===== src/rtl/ram_tap_sequencer_pkg.sv =====
// Shared constants, state encoding and width helper for the RAM tap sequencer
// and the IIR top that embeds it.
package ram_tap_sequencer_pkg;

    localparam int unsigned DefEleNum    = 8;
    localparam int unsigned DefDataWidth = 6;
    localparam int unsigned DefTaps      = 8;

    typedef enum logic [1:0] {
        StIdle  = 2'd0,
        StWrite = 2'd1,
        StRead  = 2'd2
    } state_e;

    // Never returns 0 so a single-word RAM still gets a 1-bit address.
    function automatic int unsigned log2_ceil(input int unsigned n);
        int unsigned r;
        r = 0;
        while ((32'd1 << r) < n) r++;
        return (r == 0) ? 1 : r;
    endfunction

endpackage


===== src/rtl/ram_tap_sequencer_if.sv =====
// Sample source, RAM port and tap stream of the tap sequencer bundled together;
// master is the sequencer side, slave is the source/RAM/MAC side.
interface ram_tap_sequencer_if
    import ram_tap_sequencer_pkg::*;
#(
    parameter int unsigned eleNum    = DefEleNum,
    parameter int unsigned dataWidth = DefDataWidth
);
    localparam int unsigned addWidth = log2_ceil(eleNum);

    logic                 s_valid;
    logic                 s_ready;
    logic [dataWidth-1:0] s_data;
    logic                 ram_we;
    logic [addWidth-1:0]  ram_addr;
    logic [dataWidth-1:0] ram_din;
    logic [dataWidth-1:0] ram_dout;
    logic                 tap_valid;
    logic                 tap_ready;
    logic [dataWidth-1:0] tap_data;
    logic [addWidth:0]    tap_idx;
    logic                 tap_last;

    modport master (
        input  s_valid, s_data, ram_dout, tap_ready,
        output s_ready, ram_we, ram_addr, ram_din, tap_valid, tap_data, tap_idx, tap_last
    );

    modport slave (
        output s_valid, s_data, ram_dout, tap_ready,
        input  s_ready, ram_we, ram_addr, ram_din, tap_valid, tap_data, tap_idx, tap_last
    );

endinterface


===== src/rtl/ram_tap_sequencer.sv =====
// Circular delay line controller: writes each accepted sample once, then streams
// TAPS reads newest-first from the attached async-read RAM.
module ram_tap_sequencer
    import ram_tap_sequencer_pkg::*;
#(
    parameter int unsigned eleNum    = DefEleNum,
    parameter int unsigned dataWidth = DefDataWidth,
    parameter int unsigned TAPS      = DefTaps
) (
    input  logic                 CLK,
    input  logic                 RST,
    ram_tap_sequencer_if.master  bus
);
    localparam int unsigned       addWidth = log2_ceil(eleNum);
    localparam logic [addWidth:0] LastK    = (addWidth + 1)'(TAPS - 1);

    state_e               state_q, state_d;
    logic [addWidth-1:0]  wptr_q, wptr_d;
    logic [addWidth:0]    k_q, k_d;
    logic [dataWidth-1:0] sample_q, sample_d;

    always_ff @(posedge CLK or negedge RST) begin
        if (!RST) begin
            state_q  <= StIdle;
            wptr_q   <= '0;
            k_q      <= '0;
            sample_q <= '0;
        end else begin
            state_q  <= state_d;
            wptr_q   <= wptr_d;
            k_q      <= k_d;
            sample_q <= sample_d;
        end
    end

    always_comb begin
        state_d       = state_q;
        wptr_d        = wptr_q;
        k_d           = k_q;
        sample_d      = sample_q;
        bus.s_ready   = 1'b0;
        bus.ram_we    = 1'b0;
        bus.ram_addr  = wptr_q;
        bus.tap_valid = 1'b0;
        bus.tap_last  = 1'b0;
        case (state_q)
            StIdle: begin
                // RST term keeps s_ready low for the whole reset pulse.
                bus.s_ready = RST;
                if (bus.s_valid && RST) begin
                    sample_d = bus.s_data;
                    state_d  = StWrite;
                end
            end
            StWrite: begin
                bus.ram_we = 1'b1;
                k_d        = '0;
                state_d    = StRead;
            end
            StRead: begin
                bus.ram_addr  = wptr_q - k_q[addWidth-1:0];
                bus.tap_valid = 1'b1;
                bus.tap_last  = (k_q == LastK);
                if (bus.tap_ready) begin
                    if (k_q == LastK) begin
                        wptr_d  = wptr_q + 1'b1;
                        k_d     = '0;
                        state_d = StIdle;
                    end else begin
                        k_d = k_q + 1'b1;
                    end
                end
            end
            default: state_d = StIdle;
        endcase
    end

    assign bus.ram_din  = sample_q;
    assign bus.tap_data = bus.ram_dout;
    assign bus.tap_idx  = k_q;

endmodule


===== src/flat_wrapper.sv =====
// flat-port wrapper written by rule: the top's interface ports become plain ports
module ram_tap_sequencer_flat import ram_tap_sequencer_pkg::*;
#(
    parameter int unsigned eleNum    = DefEleNum,
    parameter int unsigned dataWidth = DefDataWidth,
    parameter int unsigned TAPS      = DefTaps
)
  (CLK, RST, bus_s_valid, bus_s_data, bus_ram_dout, bus_tap_ready, bus_s_ready, bus_ram_we, bus_ram_addr, bus_ram_din, bus_tap_valid, bus_tap_data, bus_tap_idx, bus_tap_last);
  ram_tap_sequencer_if #(.eleNum(eleNum), .dataWidth(dataWidth)) bus_i ();
  input  logic CLK;
  input  logic RST;
  input wire logic [$bits(bus_i.s_valid)-1:0] bus_s_valid;
  input wire logic [$bits(bus_i.s_data)-1:0] bus_s_data;
  input wire logic [$bits(bus_i.ram_dout)-1:0] bus_ram_dout;
  input wire logic [$bits(bus_i.tap_ready)-1:0] bus_tap_ready;
  output wire logic [$bits(bus_i.s_ready)-1:0] bus_s_ready;
  output wire logic [$bits(bus_i.ram_we)-1:0] bus_ram_we;
  output wire logic [$bits(bus_i.ram_addr)-1:0] bus_ram_addr;
  output wire logic [$bits(bus_i.ram_din)-1:0] bus_ram_din;
  output wire logic [$bits(bus_i.tap_valid)-1:0] bus_tap_valid;
  output wire logic [$bits(bus_i.tap_data)-1:0] bus_tap_data;
  output wire logic [$bits(bus_i.tap_idx)-1:0] bus_tap_idx;
  output wire logic [$bits(bus_i.tap_last)-1:0] bus_tap_last;
  assign bus_i.s_valid = bus_s_valid;
  assign bus_i.s_data = bus_s_data;
  assign bus_i.ram_dout = bus_ram_dout;
  assign bus_i.tap_ready = bus_tap_ready;
  assign bus_s_ready = bus_i.s_ready;
  assign bus_ram_we = bus_i.ram_we;
  assign bus_ram_addr = bus_i.ram_addr;
  assign bus_ram_din = bus_i.ram_din;
  assign bus_tap_valid = bus_i.tap_valid;
  assign bus_tap_data = bus_i.tap_data;
  assign bus_tap_idx = bus_i.tap_idx;
  assign bus_tap_last = bus_i.tap_last;
  ram_tap_sequencer #(.eleNum(eleNum), .dataWidth(dataWidth), .TAPS(TAPS)) u_core (.CLK(CLK), .RST(RST), .bus(bus_i));
endmodule

===== config.mk =====
export PLATFORM = sky130hd
export DESIGN_NAME = ram_tap_sequencer_flat
export DESIGN_NICKNAME = d
export VERILOG_FILES = /design/src/rtl/ram_tap_sequencer_pkg.sv /design/src/rtl/ram_tap_sequencer_if.sv /design/src/rtl/ram_tap_sequencer.sv /design/src/flat_wrapper.sv
export SDC_FILE = /design/constraint.sdc
export NUM_CORES = 1
export LEC_CHECK = 0
export BUFFER_PORTS_ARGS = -buffer_cell sky130_fd_sc_hd__buf_2
export CORE_MARGIN = 8
export CORE_UTILIZATION = 50
export CTS_CLUSTER_SIZE = 10
export DETAILED_ROUTE_END_ITERATION = 6
export GPL_TIMING_DRIVEN = 0
export PLACE_DENSITY = 0.95
export SYNTH_ARGS = -nofsm -noshare
export SYNTH_HDL_FRONTEND = slang
export SYNTH_SLANG_ARGS = --single-unit

===== constraint.sdc =====
create_clock -name CLK -period 2.9 [get_ports CLK]
set_input_delay 0.145 -clock CLK [delete_from_list [all_inputs] [get_ports CLK]]
set_output_delay 0.145 -clock CLK [all_outputs]
set_load 0.1 [all_outputs]

### After elaboration in Yosys (flattened, before gate mapping)

Cells that the tools add are included.

| storage, ports and cells | value |
|---|---|
| register bits | 15 |
| input port bits | 16 |
| output and inout bits | 23 |

| cells by class | value |
|---|---|
| eq/ne operators | 6 |
| add/subtract/negate cells | 3 |
| reductions and logical operators | 7 |
| mux-type cells | 12 |

Operators with widths:

| kind | number |
|---|---|
| 4-bit 2-to-1 mux | 2 |
| 4-bit case mux with 2 select lines | 1 |
| 2-bit 2-to-1 mux | 3 |
| 2-bit case mux with 3 select lines | 1 |
| 3-bit AND reduction | 2 |
| 4-bit by 1-bit adder with 4-bit output, second input constant | 1 |
| 4-bit by 3-bit equality test with 1-bit output, second input constant | 1 |
| 1-bit 2-to-1 mux | 4 |
| 2-bit by 1-bit != test with 1-bit output, second input constant | 2 |
| 2-bit AND reduction | 2 |
| 3-bit by 1-bit adder with 3-bit output, second input constant | 1 |
| 3-bit 2-to-1 mux | 1 |
| 3-bit subtractor | 1 |
| 2-bit by 1-bit equality test with 1-bit output, second input constant | 1 |
| 2-bit equality test, second input constant | 1 |
| 2-bit zero test | 1 |
| 2-bit != test, second input constant | 1 |
| 2-bit nonzero test | 1 |
| 1-bit logical AND | 1 |

### Depth between registers and ports, before layout

| logic depth | value |
|---|---|
| word-level depth | 4 |
| gate-level depth with buffers | 6 |

### Least setup slack after synthesis

No wires, ideal clock.

| path | value |
|---|---|
| kind | register to output |
| start | reg u_core.k_q[0] (netlist: u_core.bus.tap_idx[0]) |
| end | out bus_ram_addr[1] |
| data arrival time | 3.808 ns |
| slack | -1.053 ns |
| stages on the path, launching flop included | 4 |
| buffers on the path | 0 |
| cell sequence | dfrtp_1 -> ha_1 -> fa_1 -> o21ai_0 |

| on the way | value |
|---|---|
| cells in the longest elaborated chain, start to end | 2 |

RTL lines:

| what | line | source |
|---|---|---|
| from (decl) | ram_tap_sequencer.sv:19 | `logic [addWidth:0] k_q, k_d;` |
| from (signal assigned) | ram_tap_sequencer.sv:31 | `k_q <= k_d;` |
| 3-bit subtractor | ram_tap_sequencer.sv:61 | `bus.ram_addr = wptr_q - k_q[addWidth-1:0];` |
| 3-bit 2-to-1 mux | ram_tap_sequencer.sv:46 | `case (state_q)` |
| to (decl) | flat_wrapper.sv:18 | `output wire logic [$bits(bus_i.ram_addr)-1:0] bus_ram_addr;` |

No other way between the ends.

### Final worst setup path

| path | value |
|---|---|
| start | reg u_core.k_q[0] (netlist: u_core.bus.tap_idx[0]) |
| end | out bus_ram_addr[2] |

The elaborated chain is that of the path after synthesis.

==> summary.txt <==
Global routing
  – Largest net degree at the start of global routing: 17
  – Initial antenna violation count: 0
  – GRT Residual Overflow: 0
  – Vias in the first global route: around 770
  – First-pass GRT wire length: 3.49 mm
  – Total Routing Usage GR: 0.133

Clocking
  – Clock root buffer: clkbuf_4
  – Sink Count: 15
  – H-tree levels: 1
  – Clk_lat worst skew: around 0.28 ns
  – Worst-path clk slew: 0.09 ns
  – Clock buffer depth: 2
  – CTS tree: yes
  – CTS buffer count: 3
  – Post-CTS sizing: 0

Floorplanning
  – Die Area: ~3500 µm²
  – Cell row count: 15
  – Die height: about 60 µm
  – I/O pin total: 39
  – Width of the die: 58.9 µm
  – Core box area: around 1700 µm²
  – Initial Utilization: 0.532

Cells and area
  – Layout cells sized above 1: 0.492
  – Area grow syn2layout: 25.7%
  – Commonest cells after routing, fill and taps aside: buf_2 (34), dfrtp_1 (15), buf_4 (8), mux2_4 (6)
  – Final #Nets: between 100 and 150
  – FF/Latch Area: roughly 380 µm²
  – Ant diodes: 0
  – Multi-input gate area: about 450 µm²
  – Layout Utilization: 0.669
  – Fillers: ~130
  – Commonest non-fill, non-tap cell in the layout: buf_2

Critical path
  – Worst setup EP type: primary output
  – Reg2reg start: u_core.bus.tap_idx[1]$_DFFE_PN0P_
  – Crit path from: u_core.bus.tap_idx[0]$_DFFE_PN0P_
  – Reg2reg path depth: 4
  – Setup crit start kind: flip-flop
  – CP peak stage delay: 0.47 ns
  – Critical Path AT: ~2.2 ns
  – Worst path required time: ~2.8 ns
  – Worst Path Max Fanout: 7
  – Worst setup path class: reg2out
  – Slowest CP cell: dfrtp_1
  – FF-to-FF setup slack: approximately 1.4 ns
  – Critical-path cell list: ha_1 -> fa_1 -> xnor2_1 -> nor2_1 -> xor2_2 -> buf_2

STA
  – Fin. max-slew vios: 0
  – RSZ-0062 raised after global routing: false
  – Clk_skew: about 0.0056 ns
  – Slew @ Worst Pin: 0.494 ns
  – Setup violators final: 0
  – Post-route clock period utilization: 0.815
  – Rel. slew slack: 0.673
  – Final Hold Vio Count: 0
  – Fmax: around 420 MHz
  – Min cycle time layout: 2.36 ns

Detailed routing
  – Antenna Nets Post-Route: 0
  – DR iter-0 viols: 21
  – Final wirelength: approximately 2.2 mm
  – Detailed-route vias per instance: between 5 and 6
  – # DRC: 0
  – Via Count: around 760
  – Drt wl/cell: ~15 µm
  – Number of detailed-route iterations in the first pass: 4

Hold path
  – Hold Startpoint: bus_s_data[4]
  – Worst hold path depth: 2
  – Hold Crit Class: in2reg

Yosys
  – Net Count, Synth: between 100 and 150
  – Syn Area/Cell: roughly 11 µm²
  – Yosys warns: 0
  – Register area share after synthesis: 0.409
  – Synth unique cells: 33
  – Cells after Synth: 85
  – #FFs+latches synth: 15
  – Mapped cell area: a little over 900 µm²

Placement
  – Port Buffers: 32
  – Post-DP HPWL: between 1.5 and 2 mm
  – RD Place Congestion: 0.826

Outcome
  – Status: finished, final reports clean

Run
  – Max-Cap Viols: 0
[path summary, 6_finish.rpt]
path                                                     end
max                                          bus_ram_addr[2]
min                        u_core.bus.ram_din[4]$_DFFE_PN0P_
max reg2reg                     u_core.wptr_q[1]$_DFFE_PN0P_
min reg2reg                u_core.bus.ram_din[4]$_DFFE_PN0P_
max in group asynchronous       u_core.wptr_q[1]$_DFFE_PN0P_
min in group asynchronous  u_core.bus.ram_din[2]$_DFFE_PN0P_
[per-layer routing]
layer,vias to the layer above,share of wire,global-route usage
li1,363,-,-
met1,362,0.39,0.150
met2,24,0.53,0.218
met3,6,0.044,0.0196
met4,0,0.034,0.106
met5,-,0,0
[state kept, by name (all words and copies together) (netlist names)]
name                cells
u_core.wptr_q           3
u_core.state_q          2
u_core.bus.ram_din      6
u_core.bus.tap_idx      4
[logic make-up after synthesis]
kind of cell	synth area share
AND/OR/NAND/NOR	0.200
AO/OA/AOI/OAI	0.0668
flip-flops	0.409
XOR/XNOR	0.0382
adder cells (fa/ha/maj)	0.0627
buffers and inverters	0.113
multiplexers	0.110
[timing repair]
item                                    in CTS  in global routing
endpoints found under the setup margin       0                  0
setup buffers                                0                  0
hold buffers                                 1                  0
hold endpoints to repair                    15                  0
[layout make-up]
| cell class | count | share of cell area |
|---|---|---|
| inverter | 5 | 0.0163 |
| sequential | 15 | 0.325 |
| clock buffer | 3 | 0.0195 |
| clock inverter | 1 | 0.00433 |
| tap | 25 | 0.0271 |
| multi-input combinational | 54 | 0.387 |
| timing repair buffer | 33 | 0.147 |
| buffer | 11 | 0.0737 |
[stage by stage]
stage	std cells	hold slack [ns]	TNS [ns]	setup WS (ns)	area (µm²)
global placement	142	0.0614	0	0.855	1120
detailed placement	142	0.0682	0	0.845	1120
CTS	147	0.0805	0	0.522	1150
floorplan	85	-0.151	-0.298	-0.298	926
global route	147	0.0668	0	0.398	1150
finish	147	0.0874	0	0.538	1150
[cell usage after synthesis]
library cell | count | area share
fa_1 | 1 | 0.022
nand2_1 | 5 | 0.020
and2_4 | 1 | 0.0095
mux2_2 | 1 | 0.012
o21ai_0 | 3 | 0.016
and2b_1 | 1 | 0.0082
buf_2 | 2 | 0.011
nand3b_1 | 1 | 0.0082
nand3_1 | 4 | 0.022
nand4_2 | 1 | 0.014
mux2_4 | 6 | 0.098
ha_1 | 3 | 0.041
xor2_1 | 1 | 0.0095
nand4_1 | 2 | 0.014
and4b_1 | 1 | 0.011
dfrtp_1 | 15 | 0.41
xnor2_1 | 3 | 0.029
and3_1 | 2 | 0.014
nor3b_2 | 1 | 0.014
a2111oi_0 | 1 | 0.0095
nor2b_1 | 1 | 0.0068
nor3b_1 | 1 | 0.0082
or2_2 | 1 | 0.0068
buf_8 | 1 | 0.016
a31oi_1 | 1 | 0.0068
a21oi_1 | 3 | 0.016
inv_1 | 5 | 0.020
o21bai_1 | 1 | 0.0082
nor2b_4 | 1 | 0.015
nor2_1 | 4 | 0.016
buf_4 | 8 | 0.065
a221oi_1 | 1 | 0.0095
nand2b_1 | 2 | 0.014
[critical path: cells and delay by family (launching register included)]
kind	cells	cell delay [ns]
AND/OR/NAND/NOR	1	0.16
XOR/XNOR	2	0.26
buffers and inverters	1	0.43
flip-flops	1	0.47
adder cells (fa/ha/maj)	2	0.62
Power is not shown: default switching activity piles up to over one toggle a cycle in this logic, so the estimate is an artifact.
